[config.mk]
export PLATFORM = sky130hd
export DESIGN_NAME = ps2_key_encoder
export DESIGN_NICKNAME = d
export VERILOG_FILES = /design/src/rtl/ps2_key_encoder.sv
export SDC_FILE = /design/constraint.sdc
export NUM_CORES = 1
export LEC_CHECK = 0
export ABC_AREA = 0
export BUFFER_PORTS_ARGS = -buffer_cell sky130_fd_sc_hd__buf_2
export CAP_MARGIN = 20
export CORE_MARGIN = 2
export CORE_UTILIZATION = 46
export DETAILED_ROUTE_END_ITERATION = 7
export SLEW_MARGIN = 5
export SYNTH_ARGS = -nofsm -noshare
export SYNTH_HDL_FRONTEND = slang
export SYNTH_SLANG_ARGS = --single-unit
[constraint.sdc]
create_clock -name clk_sys -period 3.1 [get_ports clk_sys]
set_input_delay 0.155 -clock clk_sys [delete_from_list [all_inputs] [get_ports clk_sys]]
set_output_delay 0.155 -clock clk_sys [all_outputs]
set_load 0.05 [all_outputs]
[src/rtl/ps2_key_encoder.sv]
// PS/2 keyboard receiver and scan-code encoder.
// Turns the raw PS/2 clock/data pair into the toggle-strobe ps2_key word:
// synchronise, de-glitch the clock, shift in 11-bit frames, then strip the
// E0/F0 prefixes and swallow the E1 pause sequence.
module ps2_key_encoder #(
    parameter int FILTER_LEN = 8,
    parameter int TIMEOUT    = 100000
) (
    input  logic        clk_sys,
    input  logic        reset,
    input  logic        ps2_clk,
    input  logic        ps2_data,
    output logic [10:0] ps2_key,
    output logic        err
);

    localparam int FW = $clog2(FILTER_LEN + 1);
    localparam int TW = $clog2(TIMEOUT + 1);
    localparam logic [FW-1:0] FLT_LAST = FW'(FILTER_LEN - 1);
    localparam logic [TW-1:0] TO_LAST  = TW'(TIMEOUT - 1);

    typedef enum logic {
        ST_NORMAL = 1'b0,
        ST_PAUSE  = 1'b1
    } state_t;

    // synchronisers (never reset)
    logic          r_clk_s1, r_clk_s2;
    logic          r_dat_s1, r_dat_s2;
    // clock glitch filter
    logic          r_clk_f;
    logic [FW-1:0] r_flt_cnt;
    logic          r_fall;
    // frame receiver
    logic [3:0]    r_bit_cnt;
    logic [7:0]    r_shift;
    logic          r_par;
    logic [TW-1:0] r_to_cnt;
    logic          r_byte_vld;
    logic [7:0]    r_byte;
    logic          r_rx_err;
    // decoder
    state_t        r_state, w_state_nx;
    logic [2:0]    r_skip, w_skip_nx;
    logic          r_ext, w_ext_nx;
    logic          r_brk, w_brk_nx;
    logic [10:0]   r_key, w_key_nx;
    logic          w_ignore;

    // Two-flop synchronisers bring both asynchronous lines into clk_sys.
    always_ff @(posedge clk_sys) begin
        r_clk_s1 <= ps2_clk;
        r_clk_s2 <= r_clk_s1;
        r_dat_s1 <= ps2_data;
        r_dat_s2 <= r_dat_s1;
    end

    // Filtered clock flips only after FILTER_LEN consecutive differing samples;
    // r_fall is high in the cycle the filtered clock has just dropped to 0.
    always_ff @(posedge clk_sys) begin
        if (reset) begin
            r_clk_f   <= 1'b1;
            r_flt_cnt <= '0;
            r_fall    <= 1'b0;
        end else begin
            r_fall <= 1'b0;
            if (r_clk_s2 != r_clk_f) begin
                if (r_flt_cnt == FLT_LAST) begin
                    r_clk_f   <= r_clk_s2;
                    r_flt_cnt <= '0;
                    r_fall    <= ~r_clk_s2;
                end else begin
                    r_flt_cnt <= r_flt_cnt + 1'b1;
                end
            end else begin
                r_flt_cnt <= '0;
            end
        end
    end

    // Frame receiver: start/data/parity/stop on each fall, plus mid-frame timeout.
    always_ff @(posedge clk_sys) begin
        if (reset) begin
            r_bit_cnt  <= 4'd0;
            r_to_cnt   <= '0;
            r_byte_vld <= 1'b0;
            r_rx_err   <= 1'b0;
        end else begin
            r_byte_vld <= 1'b0;
            r_rx_err   <= 1'b0;
            if (r_fall) begin
                r_to_cnt <= '0;
                if (r_bit_cnt == 4'd0) begin
                    // a high start bit is line noise: stay idle without complaint
                    if (!r_dat_s2) r_bit_cnt <= 4'd1;
                end else if (r_bit_cnt <= 4'd8) begin
                    r_shift   <= {r_dat_s2, r_shift[7:1]};
                    r_bit_cnt <= r_bit_cnt + 4'd1;
                end else if (r_bit_cnt == 4'd9) begin
                    r_par     <= r_dat_s2;
                    r_bit_cnt <= 4'd10;
                end else begin
                    r_bit_cnt <= 4'd0;
                    if (r_dat_s2 && (^{r_shift, r_par})) begin
                        r_byte_vld <= 1'b1;
                        r_byte     <= r_shift;
                    end else begin
                        r_rx_err <= 1'b1;
                    end
                end
            end else if (r_bit_cnt != 4'd0) begin
                if (r_to_cnt == TO_LAST) begin
                    r_bit_cnt <= 4'd0;
                    r_to_cnt  <= '0;
                    r_rx_err  <= 1'b1;
                end else begin
                    r_to_cnt <= r_to_cnt + 1'b1;
                end
            end else begin
                r_to_cnt <= '0;
            end
        end
    end

    // Status bytes (BAT, ACK, echo, resend, overrun) are dropped unless prefixed.
    assign w_ignore = (r_byte inside {8'hAA, 8'hFA, 8'hEE, 8'hFE, 8'h00, 8'hFF})
                      && !r_ext && !r_brk;

    // Decoder next-state: prefix flags, pause-sequence skipping and event emission.
    always_comb begin
        w_state_nx = r_state;
        w_skip_nx  = r_skip;
        w_ext_nx   = r_ext;
        w_brk_nx   = r_brk;
        w_key_nx   = r_key;
        if (r_rx_err) begin
            w_state_nx = ST_NORMAL;
            w_skip_nx  = 3'd0;
            w_ext_nx   = 1'b0;
            w_brk_nx   = 1'b0;
        end else if (r_byte_vld) begin
            case (r_state)
                ST_NORMAL: begin
                    if (r_byte == 8'hE0) begin
                        w_ext_nx = 1'b1;
                    end else if (r_byte == 8'hF0) begin
                        w_brk_nx = 1'b1;
                    end else if (r_byte == 8'hE1) begin
                        // Pause has no break code: report one extended make of 77
                        w_state_nx = ST_PAUSE;
                        w_skip_nx  = 3'd7;
                        w_key_nx   = {~r_key[10], 1'b1, 1'b1, 8'h77};
                    end else if (!w_ignore) begin
                        w_key_nx = {~r_key[10], ~r_brk, r_ext, r_byte};
                        w_ext_nx = 1'b0;
                        w_brk_nx = 1'b0;
                    end
                end
                ST_PAUSE: begin
                    w_skip_nx = r_skip - 3'd1;
                    if (r_skip == 3'd1) w_state_nx = ST_NORMAL;
                end
                default: w_state_nx = ST_NORMAL;
            endcase
        end
    end

    // Decoder state register.
    always_ff @(posedge clk_sys) begin
        if (reset) begin
            r_state <= ST_NORMAL;
            r_skip  <= 3'd0;
            r_ext   <= 1'b0;
            r_brk   <= 1'b0;
            r_key   <= 11'd0;
        end else begin
            r_state <= w_state_nx;
            r_skip  <= w_skip_nx;
            r_ext   <= w_ext_nx;
            r_brk   <= w_brk_nx;
            r_key   <= w_key_nx;
        end
    end

    assign ps2_key = r_key;
    assign err     = r_rx_err;

endmodule

After elaboration in Yosys (flattened, before gate mapping)
Index checks and enable logic that the tools add are counted.
{"block": "totals", "regBits": 67, "inputBits": 4, "out_inout_bits": 12}
{"block": "op_classes", "addsub": 4, "magnitude_cmp": 1, "n_eq_ne": 23, "mux": 31, "bitwise_logic": 15, "reduce_logical": 26}
{"op": "8-bit equality test (second input constant)", "count": 8}
{"op": "4-bit 2-to-1 mux", "count": 7}
{"op": "11-bit 2-to-1 mux", "count": 2}
{"op": "17-bit by 1-bit adder with 17-bit output (second input constant)", "count": 1}
{"op": "17-bit equality test (second input constant)", "count": 1}
{"op": "1-bit 2-to-1 mux", "count": 17}
{"op": "1-bit NOT", "count": 15}
{"op": "5-bit AND reduction", "count": 3}
{"op": "2-bit != test (second input constant)", "count": 6}
{"op": "6-bit AND reduction", "count": 2}
{"op": "3-bit 2-to-1 mux", "count": 3}
{"op": "9-bit parity", "count": 1}
{"op": "4-bit by 1-bit adder with 4-bit output (second input constant)", "count": 2}
{"op": "8-bit logical NOT", "count": 1}
{"op": "4-bit AND reduction", "count": 2}
{"op": "2-bit by 1-bit != test with 1-bit output (second input constant)", "count": 3}
{"op": "3-bit case mux with 2 select lines", "count": 1}
{"op": "6-bit nonzero test", "count": 1}
{"op": "3-bit OR reduction", "count": 2}
{"op": "5-bit OR reduction", "count": 1}
{"op": "4-bit by 3-bit equality test with 1-bit output (second input constant)", "count": 1}
{"op": "4-bit equality test (second input constant)", "count": 1}
{"op": "4-bit <= comparator (second input constant)", "count": 1}
{"op": "4-bit logical NOT", "count": 1}
{"op": "other kinds (13)", "count": 17}

Longest topological paths before layout
{"block": "logic_depth", "word_depth": 8, "ltp_mapped": 7, "depth_no_buf": 7}

Worst setup path after synthesis
OpenSTA, ideal clock, no wires.
{"block": "synth_path", "path_type": "register to register", "start": "reg r_shift[1]", "end": "reg r_byte[0] (enable)", "arrival_time_ps": 1836, "required_time_ps": 2717, "path_slack_ps": 881, "path_stages_with_launch": 6, "cell_sequence": "edfxtp_1 xor2_1 xnor3_1 xnor2_1 nand2_1 nor3_1"}
{"block": "synth_between", "elab_chain_len": 3}
{"item": "from (decl)", "line_no": "36", "text": "logic [7:0] r_shift;"}
{"item": "from (signal assigned)", "line_no": "97", "text": "r_shift <= {r_dat_s2, r_shift[7:1]};"}
{"item": "9-bit parity", "line_no": "104", "text": "if (r_dat_s2 && (^{r_shift, r_par})) begin"}
{"item": "1-bit logical AND", "line_no": "104"}
{"item": "6-bit AND reduction (no line)"}
{"item": "to (signal assigned)", "line_no": "106", "text": "r_byte <= r_shift;"}
{"item": "to (decl)", "line_no": "40", "text": "logic [7:0] r_byte;"}
No other way between the ends.
A chain may end at the register's enable or synchronous reset.

Final worst setup path
{"block": "layout_path", "start": "reg r_byte[2]", "end": "reg r_key[10], in the netlist ps2_key[10]"}
{"block": "layout_between", "elab_chain_len": 6, "elab_cells_between_ends": 17}
{"item": "8-bit equality test / 8-bit logical NOT (equally long branches)", "line_no": "126", "text": "assign w_ignore = (r_byte inside {8'hAA, 8'hFA, 8'hEE, 8'hFE, 8'h00, 8'hFF})"}
{"item": "6-bit nonzero test", "line_no": "126"}
{"item": "1-bit logical AND (2 in a row)", "line_no": "127", "text": "&& !r_ext && !r_brk;"}
{"item": "2-bit by 1-bit != test with 1-bit output (no line)"}
{"item": "6-bit AND reduction (no line)"}
{"item": "to (signal assigned)", "line_no": "181", "text": "r_key <= w_key_nx;"}
{"item": "to (decl)", "line_no": "47", "text": "logic [10:0] r_key, w_key_nx;"}
Parallel ways exist; a longest one is shown, timed or not.

==> results.md <==
* warning count from the yosys run: 0
* synthesized area: 2902 sq um
* Worst Slack Setup Final: 955.8 ps
* number of vias per cell: 5.195
* Reg area: 1511 sq um
* DR vias: 1995
* multiplexer area fraction after synthesis: 4.398%
* P&R area growth vs syn: 11.51%
* simple-gate portion of the synthesized area: 20.57%
* ANT cells: 0
* Synth Net Count: 293
* placed cell area: 3039 sq um
* number of CTS-inserted buffers: 9
* total power divided by cell area: 491.2 nW/um^2
* leading post-synthesis cells by cell area: sky130_fd_sc_hd__dfxtp_1, sky130_fd_sc_hd__edfxtp_1, sky130_fd_sc_hd__nor2_1
* number of global-route vias before repair: 1948
* total power: 1.589 mW
* number of antenna-violating nets in the routed design: 0
* std cell rows: 28
* post-synthesis sequential element count: 67
* Clock Pin Slew Worst Setup and Hold Paths: 70 ps
* Switching Power: 0.3661 mW
* proportion of register bits with asynchronous set or reset after synthesis: 0%
* Main synth FF type: sky130_fd_sc_hd__dfxtp_1
* # clock sinks: 67
* required arrival time at the worst endpoint: 3330 ps
* critical path class: reg -> reg
* total setup buffers inserted after CTS: 0
* die boundary width: 83.42 um
* count of filler cells inserted in the layout: 567
* count of input and output buffers: 15
* count of max-cap constraint violations: 0
* final setup skew: 7.044 ps
* combinational cell fraction of total power: 2.5%
* Net count, final: 315
* count of distinct cell types in the synthesized netlist: 49
* proportion of power drawn by flip-flops and latches: 56.7%
* clock share of power: 40.8%
* detailed-router iteration count before antenna repair: 4
* XOR/XNOR Fraction of Synth Area: 8.021%
* post-cts sizing count: 0
* post-route clock period utilization: 69.17%
* Syn Area/Cell: 10.29 sq um
* Slew headroom: 54.51%
* Die Y: 83.42 um
* switching fraction of total power: 23.03%
* compound-cell area share of the yosys netlist: 9.530%
* Critical Path Start Type: register
* global router's overall resource usage: 16.01%
* run status: completed
* number of flops mapped to enable cells by yosys: 17
* data arrival time of the critical path: 2380 ps
* area inside the core boundary: 6026 sq um
* average wire per standard cell: 13.07 um
* placed wire-length estimate: 3405 um
* class of the tightest hold or removal check: in -> reg
* Static Leak: 1.206 nW
* ratio of cells with drive above 1 in the final layout: 13.59%
* total count of hold-check failures in the final report: 0
* clock root buffer: sky130_fd_sc_hd__clkbuf_8
* Fmax achieved: 466.4 MHz
* worst supply voltage drop on vdd: 304.8 uV
* internal cell power: 1.223 mW
* clock network latency to the later pin of the worst-skew pair: 340 ps
* top cells by instance count after synthesis: sky130_fd_sc_hd__dfxtp_1, sky130_fd_sc_hd__nor2_1, sky130_fd_sc_hd__nand2_1, sky130_fd_sc_hd__edfxtp_1, sky130_fd_sc_hd__xor2_1
* worst hold slack after final layout: 197.3 ps
* library cell occupying the most area in the post-synthesis netlist: sky130_fd_sc_hd__dfxtp_1
* Final setup violation count: 0
* met3 Track Usage GR: 6.163%
* final standard cell area without fillers: 3236 sq um
* Residual DRC: 0
* crit path time final: 2144 ps
* DP Worst Slack: 980.6 ps
* top fanout value on the critical path: 6
* TritonCTS clock tree: yes
* Die Footprint: 6959 sq um
* endpoint type of the worst setup path: register
* synthesized instance count: 282
* ports placed on the boundary: 16
* slew at the pin with the worst max-slew slack: 680.9 ps
* largest family of logic cells by synthesized area: simple AND/OR/NAND/NOR gates
* area share of fa/ha/maj cells after synthesis: 3.019%
* deepest level of the CTS H-tree: 3
* met2 layer usage reported by global route: 23.31%
* number of antenna violations at the first check in global routing: 0
* summed negative setup slack over all endpoints: 0 ps
* post-synthesis sequential area ratio: 52.09%
* routed wire length: 5019 um
* most used standard cell by instance count after synthesis: sky130_fd_sc_hd__dfxtp_1
* unrepaired setup endpoints after global routing: false
* iteration-0 DRC count of the detailed router: 60
* Final Slew Violations: 0
* first-pass GRT wire length: 8894 um
* total overflow reported by the global router: 0
* global placer's final weighted congestion: 0.8020
* total area of multi-input combinational cells: 1321 sq um
* largest net degree at the start of global routing: 18
* Bufs on Longest Clock Path: 2
* GRT Max-Usage Layer: met2
* initial core utilization: 48.15%
* share of the synthesized area in the top cell type: 34.50%
* met1 capacity usage during global routing: 21.35%
[per-stage QoR]
step / cells / util [%]
3_3_place_gp: 366 / 50.44
2_1_floorplan: 282 / -
4_1_cts: 384 / 53.70
5_1_grt: 384 / 53.70
6_report: 384 / 53.70
3_5_place_dp: 366 / 50.44
[layout make-up]
class | instances | area share [%]
Clock buffer | 10 | 4.254
Clock inverter | 6 | 1.199
Sequential cell | 67 | 46.71
Tap cell | 75 | 2.900
Multi-Input combinational cell | 201 | 40.84
Timing Repair Buffer | 19 | 3.403
Inverter | 6 | 0.6961
[worst paths after layout]
kind | startpoint | to | slack [ps] | cells after the start
worst min register to register | r_clk_s1$_DFF_P_ | r_clk_s2$_DFF_P_ | 330 | 0
worst max register to register | r_byte[2]$_DFFE_PP_ | ps2_key[10]$_SDFFE_PP0P_ | 960 | 5
worst max-delay path | r_byte[2]$_DFFE_PP_ | ps2_key[10]$_SDFFE_PP0P_ | 960 | 5
worst min-delay path | reset | r_bit_cnt[1]$_SDFFE_PP0P_ | 200 | 2
[repair_timing]
action | 4_1_cts | 5_1_grt
endpoints found under the setup margin | 0 | 0
endpoints found under the hold margin | 2 | 0
hold buffers | 2 | 0
[power groups by stage]
stage / Sequential [mW] / Combinational (mW) / Clock [mW]
floorplan: 0.920 / 0.0289 / 0
global placement: 0.922 / 0.0369 / 0
detailed placement: 0.922 / 0.0381 / 0
CTS: 0.902 / 0.0402 / 0.670
global route: 0.903 / 0.0457 / 0.713
finish: 0.902 / 0.0395 / 0.648
[worst max-delay path, cell delays in order, from the launching register on]
cell	delay, ps
sky130_fd_sc_hd__edfxtp_1	460
sky130_fd_sc_hd__nor4b_1	390
sky130_fd_sc_hd__nand3_1	180
sky130_fd_sc_hd__nor2_1	280
sky130_fd_sc_hd__o31a_1	410
sky130_fd_sc_hd__mux2_4	330
[cell families (layout without fill, tap and decap cells)]
family / after synthesis / count (layout)
AOI/OAI and AO/OA: 39 / 39
xor gates and xnor gates: 25 / 25
adders and majority gates: 7 / 7
buffers and inverters: 14 / 41
DFF: 67 / 67
muxes: 12 / 12
and+or+nand+nor: 118 / 118
[layer usage]
metal	part of all wire (%)	wire length, um
met5	0	0
met3	4.2	213
met2	41	2077
met1	52	2605
met4	2.5	123
[cell usage in the layout, fill, tap and decap left out, types with 6 or more instances in the layout]
cell,Yosys,layout
sky130_fd_sc_hd__buf_2,1,15
sky130_fd_sc_hd__nand2_1,30,30
sky130_fd_sc_hd__xnor2_1,11,11
sky130_fd_sc_hd__o21ai_0,9,9
sky130_fd_sc_hd__nor3_1,7,7
sky130_fd_sc_hd__clkbuf_8,0,10
sky130_fd_sc_hd__edfxtp_1,17,17
sky130_fd_sc_hd__inv_1,6,6
sky130_fd_sc_hd__nor2_1,34,34
sky130_fd_sc_hd__a21oi_1,8,8
sky130_fd_sc_hd__mux2i_1,9,9
sky130_fd_sc_hd__dfxtp_1,50,50
sky130_fd_sc_hd__xor2_1,13,13
sky130_fd_sc_hd__ha_1,7,7
sky130_fd_sc_hd__nand3_1,10,10
[flip-flops by register name, summed over array words and instances, names as in the netlist]
signal      flops
r_to_cnt       17
ps2_key        11
r_byte          8
r_shift         8
r_bit_cnt       4
r_flt_cnt       4
r_skip          3
err             1
r_brk           1
r_byte_vld      1
r_clk_f         1
r_clk_s1        1
r_clk_s2        1
r_dat_s1        1
r_dat_s2        1
r_ext           1
r_fall          1
r_par           1
r_state         1
(Power assumes the default switching activity.)
